[config.mk]
export PLATFORM = sky130hd
export DESIGN_NAME = prog_down_counter
export DESIGN_NICKNAME = d
export VERILOG_FILES = /design/src/rtl/prog_down_counter.sv
export SDC_FILE = /design/constraint.sdc
export NUM_CORES = 1
export LEC_CHECK = 0
export ABC_CLOCK_PERIOD_IN_PS = 3000
export BUFFER_PORTS_ARGS = -buffer_cell sky130_fd_sc_hd__buf_4
export CORE_UTILIZATION = 36
export DETAILED_ROUTE_END_ITERATION = 10
export SLEW_MARGIN = 10
export SYNTH_ARGS = -nofsm -noshare
export SYNTH_HDL_FRONTEND = slang
export SYNTH_SLANG_ARGS = --single-unit
[constraint.sdc]
create_clock -name clk -period 3 [get_ports clk]
set_input_delay 0.3 -clock clk [delete_from_list [all_inputs] [get_ports clk]]
set_output_delay 0.3 -clock clk [all_outputs]
set_load 0.05 [all_outputs]
[src/rtl/prog_down_counter.sv]
// -----------------------------------------------------------------------------
// prog_down_counter
//
// Programmable down-counter / interval timer. A start loads the period and the
// mode, the count then decrements once per enabled clock and flags expiry with
// a one-clock terminal-count pulse. One-shot mode parks in DONE at zero;
// auto-reload mode reloads the captured period and keeps running.
//
// All state is updated on the falling edge of clk; rst clears everything
// asynchronously.
//
// Ports:
//   clk          clock (falling edge active)
//   rst          asynchronous active-high reset
//   start        load period/mode and (re)start counting
//   period       reload value, captured on start only
//   en           count enable, 0 pauses the count in RUN
//   auto_reload  1 = periodic, 0 = one-shot, captured on start only
//   Q            current count value (registered)
//   busy         high while in RUN
//   tc           terminal-count pulse, one clock per expiry
//   done         one-shot completion flag, held until next start or reset
//
// state | meaning
// ------+-------------------------------------------------------------
// IDLE  | out of reset, Q = 0, waiting for start
// RUN   | counting down from the captured period
// DONE  | one-shot expired, Q = 0, done held until the next start
// -----------------------------------------------------------------------------
module prog_down_counter #(
    parameter int WIDTH = 4
) (
    input  logic             clk,
    input  logic             rst,
    input  logic             start,
    input  logic [WIDTH-1:0] period,
    input  logic             en,
    input  logic             auto_reload,
    output logic [WIDTH-1:0] Q,
    output logic             busy,
    output logic             tc,
    output logic             done
);

    typedef enum logic [1:0] {
        IDLE = 2'd0,
        RUN  = 2'd1,
        DONE = 2'd2
    } state_t;

    state_t           state;
    logic [WIDTH-1:0] period_reg;
    logic             mode_reg;

    always_ff @(negedge clk or posedge rst) begin
        if (rst) begin
            state      <= IDLE;
            Q          <= '0;
            busy       <= 1'b0;
            tc         <= 1'b0;
            done       <= 1'b0;
            period_reg <= '0;
            mode_reg   <= 1'b0;
        end else begin
            // tc is a single-clock pulse; only an expiry edge raises it.
            tc <= 1'b0;
            if (start) begin
                // start wins over enable and over a coincident expiry, from
                // any state.
                state      <= RUN;
                Q          <= period;
                period_reg <= period;
                mode_reg   <= auto_reload;
                busy       <= 1'b1;
                done       <= 1'b0;
            end else begin
                case (state)
                    RUN: begin
                        if (en) begin
                            if (Q != '0) begin
                                Q <= Q - WIDTH'(1);
                            end else begin
                                tc <= 1'b1;
                                if (mode_reg) begin
                                    Q <= period_reg;
                                end else begin
                                    Q     <= '0;
                                    busy  <= 1'b0;
                                    done  <= 1'b1;
                                    state <= DONE;
                                end
                            end
                        end
                    end
                    DONE: begin
                        Q    <= '0;
                        done <= 1'b1;
                    end
                    default: begin
                        state <= IDLE;
                        Q     <= '0;
                        busy  <= 1'b0;
                    end
                endcase
            end
        end
    end

endmodule

==> flow_metrics.env, run 1 <==
export IMPL_status="completed"
export IMPL_drv_slew=0
export IMPL_grt_usage=0.163
export IMPL_die_h_um=45.2
export IMPL_crit_path_start_kind="flip-flop"
export IMPL_vias=538
export IMPL_tightestPinTransition_ns=0.496
export IMPL_synth_distinct_cells=24
export IMPL_port_buffers=15
export IMPL_antenna_cells=0
export IMPL_relSlewSlack=0.669
export IMPL_clk_insertion_delay_late_ns=0.29
export IMPL_post_cts_buffers=0
export IMPL_rrSetupSlack_ns=1.39
export IMPL_clock_sinks=13
export IMPL_core_mm2=0.00175
export IMPL_synth_seq_cells=13
export IMPL_die_w_um=45.2
export IMPL_yosysWarningCount=0
export IMPL_clock_root_buffer="clkbuf_4"
export IMPL_h_tree_depth=1
export IMPL_synth_top_area_share=0.484
export IMPL_postSynthAreaPerCell_um2=10.2
export IMPL_die_area_mm2=0.00204
export IMPL_hold_path_depth=2
export IMPL_io_pin_count=16
export IMPL_min_from="done"
export IMPL_rsz0062_at_grt="no"
export IMPL_synth_edf_count=0
export IMPL_seq_area_frac_synth=0.484
export IMPL_yosysMostFrequentCell="dfrtn_1"
export IMPL_fill_cells=166
export IMPL_required_ns=2.70
export IMPL_numCtsBuffers=3
export IMPL_post_cts_resized=0
export IMPL_synth_cells=66
export IMPL_syn2layout_area_growth_pct=24.2
export IMPL_crit_family="flip-flops"
export IMPL_viasPerCell=4.94
export IMPL_hpwl_mm=1.02
export IMPL_grt_pass1_vias=532
export IMPL_maxCapViolations=0
export IMPL_p_leak_nw=0.400
export IMPL_power_density_mw_per_mm2=550
export IMPL_drcViolationCount=0
export IMPL_grt_antenna_before_repair=0
export IMPL_peakVddDrop_mv=0.289
export IMPL_layout_cells_non_filler=109
export IMPL_clk_pin_slew_ns=0.06
export IMPL_path_class="reg -> out"
export IMPL_layout_drive_gt1_share=0.286
export IMPL_fin_skew_ns=0.00459
export IMPL_setup_tns_ns=0
export IMPL_clockBufferDepth=2
export IMPL_cts_tree="built"
export IMPL_utilization=0.478
export IMPL_path_max_fanout=6
export IMPL_ctsHoldBuffers=0
export IMPL_wl_per_cell_um=12.9
export IMPL_worstRegToRegCells=5
export IMPL_r2r_end="Q[0]"
export IMPL_grt_start_max_net_pins=14
export IMPL_slowest_delay_ns=0.51
export IMPL_grt_ovfl_total=0
export IMPL_rows=15
export IMPL_synth_area_leaders="dfrtn_1, inv_1, mux2_2"
export IMPL_hold_end="done"
export IMPL_synth_commonest_cells="dfrtn_1, inv_1, nand2_1"
export IMPL_crit_path_cell_trace="buf_4"
export IMPL_wirelength_mm=1.40
export IMPL_synth_top_area_cell="dfrtn_1"
export IMPL_syn_nets=77
export IMPL_drt_iter0_drc=6
export IMPL_placedCellCount=105
export IMPL_syn_area_um2=672
export IMPL_final_nets=96
export IMPL_drtAntennaViolNets=0
export IMPL_worstPathBufferInverterCount=1
export IMPL_r2r_start="Q[0]"
export IMPL_grt_pass1_wl_mm=2.33
export IMPL_first_pass_iters=4
export IMPL_worstPathArrival_ns=2.53
export IMPL_regArea_um2=325
export IMPL_multi_input_area_um2=298
export IMPL_setup_viol=0
export IMPL_final_hold_violation_count=0
export IMPL_ys_async_sr_fraction=1.00
export IMPL_start_util=0.385
export IMPL_cp_slowest_cell="dfrtn_1"
export IMPL_gp_congestion=0.761
export IMPL_endpoint_kind="output port"
export IMPL_min_path_type="reg -> reg"
export IMPL_ys_dominant_reg_cell="dfrtn_1"
-- cells in the final DEF (no fill, tap or decap), types with 2 or more instances in the layout --
| cell type | count |
|---|---|
| buf_4 | 16 |
| o21ai_0 | 4 |
| nand2_1 | 6 |
| clkbuf_4 | 3 |
| nor3_1 | 3 |
| mux2_4 | 2 |
| inv_1 | 9 |
| ha_1 | 2 |
| nor2_1 | 2 |
| mux2_2 | 3 |
| dfrtn_1 | 13 |
| nand2b_1 | 4 |
| a31oi_1 | 3 |
| a21oi_1 | 3 |
-- kinds of logic after synthesis --
group | after synthesis | synth area share
AND/OR/NAND/NOR | 20 | 0.168
AO/OA/AOI/OAI | 15 | 0.143
flip-flops | 13 | 0.484
buffers and inverters | 11 | 0.0726
multiplexers | 5 | 0.0950
adder cells (fa/ha/maj) | 2 | 0.0372
-- worst max path at each step --
stage,endpoint,slack [ns],cells after the start,startpoint
final,Q[0],0.17,1,Q[0]
after global routing,Q[3],0.15,1,Q[3]
after CTS,Q[0],0.18,1,Q[0]
after detailed placement,Q[2],0.09,4,start
after global placement,Q[3],0.10,3,start
after floorplan,Q[0],0.29,4,start
-- stage by stage --
| step | worst slack (ns) | area, µm² | hold WS [ns] | total power, mW |
|---|---|---|---|---|
| 2_1_floorplan | 0.286 | 672 | 0.465 | 0.308 |
| 3_3_place_gp | 0.104 | 808 | 0.477 | 0.346 |
| 3_5_place_dp | 0.0856 | 808 | 0.490 | 0.349 |
| 4_1_cts | 0.179 | 835 | 0.491 | 0.458 |
| 5_1_grt | 0.148 | 835 | 0.495 | 0.478 |
| 6_report | 0.167 | 835 | 0.481 | 0.459 |
-- layer usage --
| layer | vias to the layer above | global-route usage | share of wire |
|---|---|---|---|
| met3 | 2 | 0.0680 | 0.063 |
| li1 | 269 | - | - |
| met1 | 249 | 0.186 | 0.44 |
| met2 | 18 | 0.275 | 0.48 |
| met4 | 0 | 0.0485 | 0.0071 |
| met5 | - | 0 | 0 |
-- where the power goes --
part	internal, mW	switching (mW)	total, mW	leakage (nW)
clock network	0.0517	0.0610	0.113	0.0150
logic	0.0552	0.0806	0.136	0.223
registers	0.193	0.0174	0.211	0.163
total	0.300	0.159	0.459	0.400
-- area by class of cell --
class | instances | area share
tap | 25 | 0.0375
clock buffer | 4 | 0.0315
inverter | 9 | 0.0405
sequential | 13 | 0.390
timing repair buffer | 16 | 0.144
multi-input combinational | 42 | 0.357
No activity file was read; power rests on OpenSTA's default activity.
==> inputs of run 2 (changes only) <==
--- a/config.mk
+++ b/config.mk
@@ -5,7 +5,7 @@
 export SDC_FILE = /design/constraint.sdc
 export NUM_CORES = 1
 export LEC_CHECK = 0
-export ABC_CLOCK_PERIOD_IN_PS = 3000
+export ABC_CLOCK_PERIOD_IN_PS = 2600
 export BUFFER_PORTS_ARGS = -buffer_cell sky130_fd_sc_hd__buf_4
 export CORE_UTILIZATION = 36
 export DETAILED_ROUTE_END_ITERATION = 10
==> constraint.sdc (replaced) <==
create_clock -name clk -period 2.6 [get_ports clk]
set_input_delay 0.26 -clock clk [delete_from_list [all_inputs] [get_ports clk]]
set_output_delay 0.26 -clock clk [all_outputs]
set_load 0.05 [all_outputs]
==> flow_metrics.env, run 2 (synthesis results as in run 1) <==
export IMPL_min_path_type="reg -> reg"
export IMPL_worstRegToRegCells=5
export IMPL_antenna_cells=0
export IMPL_power_density_mw_per_mm2=623
export IMPL_grt_start_max_net_pins=14
export IMPL_tightestPinTransition_ns=0.492
export IMPL_final_nets=98
export IMPL_crit_path_start_kind="flip-flop"
export IMPL_h_tree_depth=1
export IMPL_place_ws_ns=-0.0640
export IMPL_wl_per_cell_um=11.9
export IMPL_grt_ovfl_total=0
export IMPL_peakVddDrop_mv=0.332
export IMPL_drt_iter0_drc=13
export IMPL_grt_antenna_before_repair=0
export IMPL_layout_drive_gt1_share=0.302
export IMPL_final_cell_mix="buf_4, dfrtn_1, inv_1"
export IMPL_hold_end="done"
export IMPL_rsz0062_at_grt="no"
export IMPL_r2r_end="Q[0]"
export IMPL_startpoint="Q[1]"
export IMPL_cp_slowest_cell="dfrtn_1"
export IMPL_syn2layout_area_growth_pct=27.0
export IMPL_r2r_start="Q[0]"
export IMPL_gp_congestion=0.757
export IMPL_drv_slew=0
export IMPL_die_area_mm2=0.00204
export IMPL_relSlewSlack=0.672
export IMPL_clk_insertion_delay_late_ns=0.28
export IMPL_fin_skew_ns=0.000434
export IMPL_hold_path_depth=2
export IMPL_maxCapViolations=0
export IMPL_final_hold_violation_count=0
export IMPL_cp_num_cells=1
export IMPL_clockBufferDepth=2
export IMPL_worstPathArrival_ns=2.29
export IMPL_clock_root_buffer="clkbuf_4"
export IMPL_drtAntennaViolNets=0
export IMPL_worstPathBufferInverterCount=1
export IMPL_drcViolationCount=0
export IMPL_rrSetupSlack_ns=1.03
export IMPL_min_from="done"
export IMPL_setup_viol=0
export IMPL_grt_usage=0.157
export IMPL_port_buffers=15
export IMPL_endpoint_kind="output port"
export IMPL_path_max_fanout=5
export IMPL_required_ns=2.34
export IMPL_io_pin_count=16
export IMPL_viasPerCell=4.95
export IMPL_slowest_delay_ns=0.48
export IMPL_cts_tree="built"
export IMPL_status="completed"
export IMPL_hpwl_um=963
export IMPL_worst_slack_ns=0.0544
export IMPL_wirelength_mm=1.32
export IMPL_final_common_cell="buf_4"
export IMPL_crit_family="flip-flops"
export IMPL_numCtsBuffers=3
export IMPL_start_util=0.385
export IMPL_clk_pin_slew_ns=0.06
export IMPL_p_leak_nw=0.411
export IMPL_setup_tns_ns=0
export IMPL_path_class="reg -> out"
export IMPL_rows=15
export IMPL_core_mm2=0.00175
export IMPL_die_h_um=45.2
export IMPL_grt_pass1_wl_mm=2.19
export IMPL_clock_sinks=13
export IMPL_first_pass_iters=4
export IMPL_grt_pass1_vias=506
export IMPL_vias=550
export IMPL_crit_path_cell_trace="buf_4"
export IMPL_die_w_um=45.2
run 2: cell count changes in the layout (fill, tap and decap cells not counted), sizes merged:
cell / previous run / this run
buf: 16 / 18
run 2: tightest hold or removal path, stage by stage, from the launching register on:
cell	delay, ns
dfrtn_1	0.40
inv_1	0.05
a31oi_1	0.11
run 2: worst max path at each step:
stage                     endpoint
final                         Q[1]
after global routing          Q[1]
after CTS                     Q[0]
after detailed placement      Q[0]
after global placement        Q[1]
after floorplan               Q[0]
run 2: cell type report:
type                       instances  area, µm²
inverter                           9       33.8
multi-input combinational         42        298
clock buffer                       4       26.3
sequential                        13        325
timing repair buffer              18        139
tap                               25       31.3
fill                             178        892
run 2: repair_timing:
action                                  in CTS  in global routing
gates resized for setup                      0                  1
hold buffers                                 0                  0
endpoints found under the setup margin       0                  2
buffers inserted                             0                  1
run 2: power breakdown:
| group | switching, mW | internal [mW] | total, mW |
|---|---|---|---|
| clock network | 0.0675 | 0.0596 | 0.127 |
| registers | 0.0189 | 0.223 | 0.242 |
| logic | 0.0934 | 0.0690 | 0.162 |
| total | 0.180 | 0.352 | 0.532 |
run 2: metal layers:
layer / up-vias / GRT usage / wire (µm)
li1: 274 / - / -
met1: 254 / 0.181 / 613
met2: 17 / 0.246 / 604
met3: 5 / 0.0640 / 75
met4: 0 / 0.0848 / 23
met5: - / 0 / 0
run 2: per-stage QoR:
| stage | util | cell area [µm²] | instances | hold WS, ns | power, mW |
|---|---|---|---|---|---|
| final | 0.489 | 853 | 111 | 0.480 | 0.532 |
| after global routing | 0.489 | 853 | 111 | 0.507 | 0.562 |
| after CTS | 0.482 | 842 | 110 | 0.484 | 0.534 |
| after detailed placement | 0.467 | 816 | 106 | 0.484 | 0.404 |
| after global placement | 0.467 | 816 | 106 | 0.476 | 0.402 |
| after floorplan | - | 672 | 66 | 0.465 | 0.356 |
